<file path="config.mk">
export PLATFORM = sky130hd
export DESIGN_NAME = atm_session_ctrl
export DESIGN_NICKNAME = d
export VERILOG_FILES = /design/src/rtl/atm_session_ctrl.sv
export SDC_FILE = /design/constraint.sdc
export NUM_CORES = 1
export LEC_CHECK = 0
export BUFFER_PORTS_ARGS = -buffer_cell sky130_fd_sc_hd__buf_2
export CORE_ASPECT_RATIO = 1.4
export CORE_MARGIN = 5
export CORE_UTILIZATION = 35
export DETAILED_ROUTE_END_ITERATION = 8
export GPL_TIMING_DRIVEN = 1
export PLACE_DENSITY_LB_ADDON = 0.12
export SETUP_SLACK_MARGIN = 0.3
export SYNTH_ARGS = -nofsm -noshare
export SYNTH_HDL_FRONTEND = slang
export SYNTH_SLANG_ARGS = --single-unit
</file>
<file path="constraint.sdc">
create_clock -name clk -period 9.9 [get_ports clk]
set_input_delay 1.98 -clock clk [delete_from_list [all_inputs] [get_ports clk]]
set_output_delay 1.98 -clock clk [all_outputs]
set_load 0.02 [all_outputs]
</file>
<file path="src/rtl/atm_session_ctrl.sv">
// Multi-account ATM session controller: card/PIN handling, balance transactions,
// lockout, inactivity timeout and card-removal abort for NUM_ACCTS accounts.
module atm_session_ctrl #(
  parameter int                 BAL_W     = 32,
  parameter int                 PIN_W     = 4,
  parameter int                 NUM_ACCTS = 4,
  parameter int                 MAX_TRIES = 3,
  parameter int                 TIMEOUT   = 1000,
  parameter logic [BAL_W-1:0]   INIT_BAL  = 32'h000F4240,
  parameter logic [PIN_W-1:0]   INIT_PIN  = 4'b1010,
  localparam int                AW        = $clog2(NUM_ACCTS)
) (
  input  logic             clk,
  input  logic             reset,
  input  logic             card_in,
  input  logic [AW-1:0]    card_id,
  input  logic             pin_valid,
  input  logic [PIN_W-1:0] pin,
  input  logic             op_valid,
  input  logic [1:0]       op_code,
  input  logic [BAL_W-1:0] amount,
  output logic             busy,
  output logic [BAL_W-1:0] balance_out,
  output logic             balance_valid,
  output logic             op_done,
  output logic [2:0]       err_code,
  output logic             eject_card,
  output logic             card_retained
);

  localparam logic [3:0] S_IDLE        = 4'd0;
  localparam logic [3:0] S_ENTER_PIN   = 4'd1;
  localparam logic [3:0] S_CHOOSE_OP   = 4'd2;
  localparam logic [3:0] S_DEPOSIT     = 4'd3;
  localparam logic [3:0] S_WITHDRAW    = 4'd4;
  localparam logic [3:0] S_UPDATE      = 4'd5;
  localparam logic [3:0] S_DISPLAY     = 4'd6;
  localparam logic [3:0] S_EJECT       = 4'd7;
  localparam logic [3:0] S_RETAIN      = 4'd8;
  localparam logic [3:0] S_WAIT_REMOVE = 4'd9;

  localparam int TW = $clog2(MAX_TRIES + 1);
  localparam int CW = $clog2(TIMEOUT);
  localparam logic [TW-1:0] TRIES_LAST = TW'(MAX_TRIES - 1);
  localparam logic [CW-1:0] TMO_LAST   = CW'(TIMEOUT - 1);

  localparam logic [2:0] ERR_NONE   = 3'd0;
  localparam logic [2:0] ERR_PIN    = 3'd1;
  localparam logic [2:0] ERR_LOCKED = 3'd2;
  localparam logic [2:0] ERR_TMO    = 3'd3;
  localparam logic [2:0] ERR_FUNDS  = 3'd4;
  localparam logic [2:0] ERR_OVF    = 3'd5;

  logic [3:0]           state;
  logic [AW-1:0]        acct;
  logic [TW-1:0]        tries;
  logic [CW-1:0]        tmo_cnt;
  logic [BAL_W-1:0]     amt_q;
  logic [BAL_W-1:0]     new_bal;
  logic [BAL_W-1:0]     bal     [NUM_ACCTS];
  logic [PIN_W-1:0]     pin_mem [NUM_ACCTS];
  logic [NUM_ACCTS-1:0] lock;

  logic [BAL_W-1:0] cur_bal;
  logic [BAL_W:0]   dep_sum;
  logic             card_removed;

  assign busy    = (state != S_IDLE);
  assign cur_bal = bal[acct];
  assign dep_sum = {1'b0, cur_bal} + {1'b0, amt_q};

  // UPDATE must always commit, so a pulled card is only honoured outside it
  assign card_removed = !card_in && (state != S_IDLE) && (state != S_UPDATE) &&
                        (state != S_WAIT_REMOVE);

  always_ff @(posedge clk or negedge reset) begin
    if (!reset) begin
      state         <= S_IDLE;
      acct          <= '0;
      tries         <= '0;
      tmo_cnt       <= '0;
      amt_q         <= '0;
      new_bal       <= '0;
      lock          <= '0;
      balance_out   <= '0;
      balance_valid <= 1'b0;
      op_done       <= 1'b0;
      err_code      <= ERR_NONE;
      eject_card    <= 1'b0;
      card_retained <= 1'b0;
      for (int i = 0; i < NUM_ACCTS; i++) begin
        bal[i]     <= INIT_BAL;
        pin_mem[i] <= INIT_PIN;
      end
    end else begin
      balance_valid <= 1'b0;
      op_done       <= 1'b0;
      eject_card    <= 1'b0;
      if (card_removed) begin
        state         <= S_IDLE;
        err_code      <= ERR_NONE;
        card_retained <= 1'b0;
        balance_out   <= '0;
      end else begin
        case (state)
          S_IDLE: begin
            if (card_in) begin
              acct    <= card_id;
              tries   <= '0;
              tmo_cnt <= '0;
              if (lock[card_id]) begin
                state    <= S_EJECT;
                err_code <= ERR_LOCKED;
              end else begin
                state <= S_ENTER_PIN;
              end
            end
          end
          S_ENTER_PIN: begin
            if (pin_valid) begin
              tmo_cnt <= '0;
              if (pin == pin_mem[acct]) begin
                state    <= S_CHOOSE_OP;
                err_code <= ERR_NONE;
              end else begin
                err_code <= ERR_PIN;
                tries    <= tries + TW'(1);
                if (tries == TRIES_LAST) begin
                  lock[acct] <= 1'b1;
                  state      <= S_RETAIN;
                end
              end
            end else if (tmo_cnt == TMO_LAST) begin
              state    <= S_EJECT;
              err_code <= ERR_TMO;
            end else begin
              tmo_cnt <= tmo_cnt + CW'(1);
            end
          end
          S_CHOOSE_OP: begin
            if (op_valid) begin
              tmo_cnt  <= '0;
              amt_q    <= amount;
              err_code <= ERR_NONE;
              case (op_code)
                2'b00:   state <= S_DISPLAY;
                2'b01:   state <= S_DEPOSIT;
                2'b10:   state <= S_WITHDRAW;
                default: state <= S_EJECT;
              endcase
            end else if (tmo_cnt == TMO_LAST) begin
              state    <= S_EJECT;
              err_code <= ERR_TMO;
            end else begin
              tmo_cnt <= tmo_cnt + CW'(1);
            end
          end
          S_DEPOSIT: begin
            if (dep_sum[BAL_W]) begin
              err_code <= ERR_OVF;
              state    <= S_DISPLAY;
            end else begin
              new_bal <= dep_sum[BAL_W-1:0];
              state   <= S_UPDATE;
            end
          end
          S_WITHDRAW: begin
            if (amt_q > cur_bal) begin
              err_code <= ERR_FUNDS;
              state    <= S_DISPLAY;
            end else begin
              new_bal <= cur_bal - amt_q;
              state   <= S_UPDATE;
            end
          end
          S_UPDATE: begin
            bal[acct] <= new_bal;
            state     <= S_DISPLAY;
          end
          S_DISPLAY: begin
            balance_out   <= cur_bal;
            balance_valid <= 1'b1;
            op_done       <= 1'b1;
            state         <= S_CHOOSE_OP;
          end
          S_EJECT: begin
            eject_card <= 1'b1;
            state      <= S_WAIT_REMOVE;
          end
          S_RETAIN: begin
            card_retained <= 1'b1;
            state         <= S_WAIT_REMOVE;
          end
          S_WAIT_REMOVE: begin
            if (!card_in) begin
              state         <= S_IDLE;
              err_code      <= ERR_NONE;
              card_retained <= 1'b0;
              balance_out   <= '0;
            end
          end
          default: state <= S_IDLE;
        endcase
      end
    end
  end

endmodule
</file>
=== After elaboration in Yosys (flattened, before gate mapping) ===
Index checks and enable logic that the tools add are counted.

* Muxes and demuxes: 59
* Reduce and logical (&&, ||, !) cells: 27
* Order comparisons: 6
* Add/sub/neg operators: 4
* Eq/ne operators: 27
* Bitwise operators: 4

{| class="wikitable"
|+ Operator list
! kind !! count
|-
| 32-bit 2-to-1 mux || 7
|-
| 128-bit bitwise mux || 1
|-
| 32-bit one-hot mux with 2 select lines || 2
|-
| 32-bit binary-select mux with 2-bit select || 1
|-
| 32-bit demux with 2-bit select || 1
|-
| 10-bit 2-to-1 mux || 4
|-
| 4-bit 2-to-1 mux || 10
|-
| 4-bit one-hot mux with 9 select lines || 1
|-
| 32-bit by 32-bit adder with 33-bit output || 1
|-
| 32-bit > comparator || 1
|-
| 32-bit subtractor || 1
|-
| 3-bit 2-to-1 mux || 10
|-
| 10-bit one-hot mux with 3 select lines || 1
|-
| 3-bit one-hot mux with 6 select lines || 1
|-
| 4-bit by 3-bit == test with 1-bit output (second input constant) || 4
|-
| 3-bit inequality test (second input constant) || 5
|-
| 3-bit AND reduction || 4
|-
| 10-bit by 1-bit adder with 10-bit output (second input constant) || 1
|-
| 10-bit == test (second input constant) || 1
|-
| 2-bit 2-to-1 mux || 5
|-
| 2-bit inequality test (second input constant) || 5
|-
| 5-bit AND reduction || 2
|-
| 1-bit 2-to-1 mux || 9
|-
| 3-bit one-hot mux with 3 select lines || 1
|-
| 34 further kinds || 48
|}

* Output and inout bits: 40
* Input port bits: 45
* Register bits: 252

=== Depth between registers and ports, before layout ===
* Depth after elaboration: 9
* Gate-level depth with buffers: 17

=== Least setup slack after synthesis ===
No wires, ideal clock.

* Path kind: reg-to-reg
* Start: register acct[0]
* End: register new_bal[29]
* Path slack: 5.443 ns
* Setup time: 0.070 ns
* Data required time: 9.830 ns
* Stages on the path, launching flop included: 16
* Arrival: 4.387 ns
* Path through: dfrtp_1 clkbuf_1 buf_1 mux4_2 ha_1 buf_2 a21oi_1 o21ai_0 a22o_1 or4_1 a21oi_1 nor3_1 o311ai_1 a21oi_1 or4_1 nand3_1

* Longest elaborated chain between the ends: 7
* Elaborated cells on any way between the ends: 13
* Classes of those cells: 2 x add/sub; 1 x order compare; 2 x eq/ne; 6 x mux; 1 x bitwise; 1 x reduce/logical

{| class="wikitable"
|+ Ends and longest elaborated chain
! element !! line !! text
|-
| start: declaration || 55 || <nowiki>logic [AW-1:0] acct;</nowiki>
|-
| start signal: assignment || 108 || <nowiki>acct <= card_id;</nowiki>
|-
| 2-bit inverter with 3-bit output (not written as such) (*) || 69 || <nowiki>assign cur_bal = bal[acct];</nowiki>
|-
| 32-bit binary-select mux with 2-bit select (*) || 69 ||
|-
| 32-bit 2-to-1 mux (not written as such) (*) (2 in series) || 69 ||
|-
| 32-bit by 32-bit adder with 33-bit output, or another cell as far along || 70 || <nowiki>assign dep_sum = {1'b0, cur_bal} + {1'b0, amt_q};</nowiki>
|-
| 2-bit inequality test (no source line), or another cell as far along || n/a ||
|-
| 4-bit AND reduction (no source line) / 32-bit one-hot mux with 2 select lines (equally long branches) || n/a ||
|-
| end signal: assignment || 163 || <nowiki>new_bal <= dep_sum[BAL_W-1:0];</nowiki>
|-
| end signal: assignment || 172 || <nowiki>new_bal <= cur_bal - amt_q;</nowiki>
|-
| end: declaration || 59 || <nowiki>logic [BAL_W-1:0] new_bal;</nowiki>
|}

Mark *: on every way between the ends. The rest lies on a longest branch, timed or not. The select of a mux whose other input is x is not followed.
A chain may end at the register's enable or synchronous reset.

=== Worst setup path after layout ===
* Start: register acct[0]
* End: register new_bal[10]

Same word-level chain as after synthesis.

==> results.md <==
Finish:
- In the final layout, the share of cells above drive strength 1 is 0.259.
- The area added between synthesis and finish is 13.2%.
- The layout net count is 1460.
- The repair_antennas step left the layout with diodes totalling 0.
- The finished cells cover 0.0156 sq mm.

Synth:
- The commonest cells after synthesis are sky130_fd_sc_hd__dfrtp_1 (218), sky130_fd_sc_hd__mux2_2 (136), sky130_fd_sc_hd__nand2_1 (115), sky130_fd_sc_hd__o21ai_0 (107), sky130_fd_sc_hd__a21oi_1 (78).
- Of the total synthesized cell area, the portion taken by full adders, half adders and majority gates is 0.0619.
- sky130_fd_sc_hd__dfrtp_1 is the most common cell in the netlist.
- After synthesis, the netlist uses 73 different library cells.
- The xor and xnor fraction of the mapped netlist area is 0.0178.
- The leading area contributor after synthesis is sky130_fd_sc_hd__dfrtp_1.
- The Yosys step of the flow raised 16 warnings.
- The synthesized flop and latch total is 246.
- A synthesized cell averages 10.6 sq um.
- Of the post-synthesis cell area, the dominant cell type holds 0.396.
- The number of enable-type register cells in the synthesized netlist is 0.
- The share of synthesized registers carrying an async set or reset is 1.00.
- Measured against the total synthesized area, the mux share comes to 0.165.
- The complex-gate fraction of the synthesized area is 0.163.
- The post-synthesis sequential area ratio is 0.449.
- By area the synthesized netlist is led by sky130_fd_sc_hd__dfrtp_1 (40%), sky130_fd_sc_hd__mux2_2 (11%), sky130_fd_sc_hd__ha_1 (5.9%).
- The number of nets in the synthesized netlist is 1411.
- The mapped netlist covers 0.0138 sq mm.
- The simple-gate area share of the yosys netlist is 0.102.
- The prevailing post-synth register cell is sky130_fd_sc_hd__dfrtp_1.
- After synthesis, the largest family of logic cells by area is multiplexers.
- In the synthesized netlist, the number of instances is 1299.

Floorplanning:
- The standard-cell row count is 86.
- From bottom edge to top edge, the die measures 245 microns.
- During I/O placement, the number of pins put on the boundary was 85.
- The region available for standard cell placement spans 0.0392 sq mm.
- The initial cell density of the core is 0.352.
- The horizontal die dimension is 178 microns.
- The die outline area is 0.0435 sq mm.

STA:
- Between clock sinks in the finished design, the worst skew comes to 0.0185 ns.
- The final-report max-slew violation count is 0.
- Setup repair after global routing left no endpoint under its margin.
- The pin slew with the least headroom to its limit is 1.17 ns.
- The post-layout minimum cycle time is 5.80 ns.
- Setup violations remaining at the end of the flow were counted as 0.
- For this run, the top clock speed supported by timing is 173 MHz.
- Headroom to the max-slew limit came out at 0.219.
- Of the available clock period, the critical path in the final layout requires 0.585.
- The final hold violation count is 0.
- Setup total negative slack on the finished layout was measured at 0 ns.

Critical path:
- The type of element launching the critical path is a flip-flop.
- The worst register-to-register path has a setup slack of 4.10 ns.
- The arrival time reported for the critical path endpoint is 6.21 ns.
- In this run the worst path has a maximum fanout of 31.
- The standard cell with the maximum stage delay on the critical path is sky130_fd_sc_hd__dfrtp_2.
- In this design, the stage delay of the slowest critical-path cell is 0.95 ns.
- STA classifies the critical path endpoint as a flip-flop.
- The worst register-to-register path begins at acct[0].
- The type of the worst setup path is flip-flop to flip-flop.
- The worst register-to-register path ends at new_bal[10].
- At the worst endpoint, the required time is 10.32 ns.
- For the worst flop-to-flop path, the logic depth is 13.
- Traced cell by cell, the critical path runs through buf_4 -> mux4_2 -> ha_1 -> a21oi_1 -> o21ai_0 -> a311oi_1 -> o21ai_0 -> a21oi_1 -> nor2_1 -> a21oi_1 -> a21o_1 -> buf_4 -> o21ai_0.

CTS:
- The buffers inserted during post-CTS setup optimization is 0.
- After clock tree synthesis, the clock-pin slew on the worst setup and hold paths is 0.06 ns.
- The number of CTS-inserted buffers is 27.
- The deepest level of the CTS H-tree is 1.
- Counting along the longest clock path gives a buffer depth of 3.
- The number of buffers added to fix hold violations after cts is 0.
- The later pin in the worst-skew pair is clocked with a latency of 0.57 ns.
- The TritonCTS clock tree is yes.
- The tree is rooted in a sky130_fd_sc_hd__clkbuf_16.
- The total of cells resized after clock tree synthesis is 0.
- The TritonCTS sink count is 246.

Global routing:
- The total overflow reported by the global router is 0.
- In the global route stage, overall resource usage came out at 0.175.
- Entering global routing, the biggest net connects 134 pins.
- The via count of the first global-routing pass is 10700.
- The first global-routing pass estimated 60800 microns of wire.
- The number of antenna violations at the first check in global routing is 0.

Hold path:
- The number of cells on the worst hold path is 1.
- The type of the worst min-delay path is flip-flop to flip-flop.
- The worst hold path terminates at balance_out[28].
- The startpoint identified for the worst hold timing path is balance_out[28].

Pwr:
- The worst-case IR drop observed on VDD is 0.144 mV.
- In this run the static leakage power is 7.24 nW.
- The power density relative to cell area is 361 mW/mm^2.

Route:
- The routed design has 37600 microns of wire.
- The routed wire length per instance is 19.8 microns.
- The via density per instance is 5.32.
- Once detail routing completed, the nets flagged for antenna violations numbered 0.
- The total number of vias is 10100.
- The first-pass detailed-route iteration total is 5.
- In this run, the number of DRC markers left after iteration 0 of detailed routing was 602.
- After detailed routing, the number of remaining DRC violations is 0.

Placed design:
- The count of input and output buffers is 80.
- At the end of routability-driven placement, the weighted congestion stood at 0.851.
- The HPWL after detailed placement is 25600 microns.
- Summing all placed instances gives a cell area of 0.0147 sq mm.

Run status:
- The run finished with clean final reports.

Flow run:
- Max-cap violations in this run came to 0.
## routing by layer
layer  vias up  GRT usage  share of wire
met5         -          0              0
met4         0     0.0503          0.026
met3        49     0.0183          0.029
met2       147      0.317           0.52
met1      5091      0.221           0.42
li1       4811          -              -
## critical path: cells and delay by family, from the launching register on
family	cells	cell delay [ns]
compound gates	8	2.62
fa+ha+maj	1	0.43
buf+inv	2	0.92
flops	1	0.95
mux	1	0.62
simple gates	1	0.06
## worst max path at each step
stage / end / startpoint / slack [ns] / cells after the start
2_1_floorplan: new_bal[29] / acct[0] / 5.44 / 15
3_3_place_gp: new_bal[12] / acct[0] / 4.01 / 13
3_5_place_dp: new_bal[12] / acct[0] / 3.96 / 13
4_1_cts: new_bal[10] / acct[0] / 3.95 / 13
5_1_grt: new_bal[10] / acct[0] / 3.53 / 13
6_report: new_bal[10] / acct[0] / 4.10 / 13
## cells by family after synthesis
kind of cell               after synthesis
AOI/OAI and AO/OA                      344
xor gates and xnor gates                28
adders and majority gates               67
buffers and inverters                  144
DFF                                    246
muxes                                  170
and+or+nand+nor                        300
## final cells by class
type,instances,area (sq um)
Multi-Input combinational cell,909,7050
Timing Repair Buffer,96,543
Fill cell,3925,23600
Clock buffer,41,818
Inverter,68,255
Clock inverter,9,82.6
Sequential cell,246,6190
Tap cell,528,661
## state kept, by name, indices dropped and copies added, names as in the netlist
register / count
bal: 128
amt_q: 32
balance_out: 32
new_bal: 32
tmo_cnt: 10
state: 4
err_code: 3
acct: 2
card_retained: 1
eject_card: 1
op_done: 1
## cells in the final DEF, fill, tap and decap left out, drive strengths merged, types with 14 or more instances in the layout
| cell | count |
|---|---|
| ha | 65 |
| inv | 69 |
| nor3 | 26 |
| nand2 | 115 |
| nor2 | 62 |
| clkbuf | 41 |
| a22o | 35 |
| mux4 | 32 |
| nand2b | 14 |
| a21oi | 80 |
| nor2b | 15 |
| dfstp | 28 |
| mux2 | 136 |
| buf | 96 |
| o21ai | 111 |
| xnor2 | 23 |
| dfrtp | 218 |
| nand3 | 24 |
## metrics by stage
stage                     setup WS, ns  utilization  hold slack [ns]  instances  total power, W
after detailed placement          3.96        0.375            0.477       1847         0.00464
after global routing              3.53        0.398            0.512       1897         0.00610
after global placement            4.01        0.375            0.480       1847         0.00461
after CTS                         3.95        0.398            0.496       1897         0.00570
final                             4.10        0.398            0.493       1897         0.00563
after floorplan                   5.44            -            0.445       1299         0.00384
## power breakdown
| part | internal (W) | switching [W] |
|---|---|---|
| clock network | 0.000596 | 0.000426 |
| logic | 0.00119 | 0.00172 |
| registers | 0.00140 | 0.000285 |
| total | 0.00319 | 0.00244 |
Note: power is estimated with default switching activity, not from simulation.
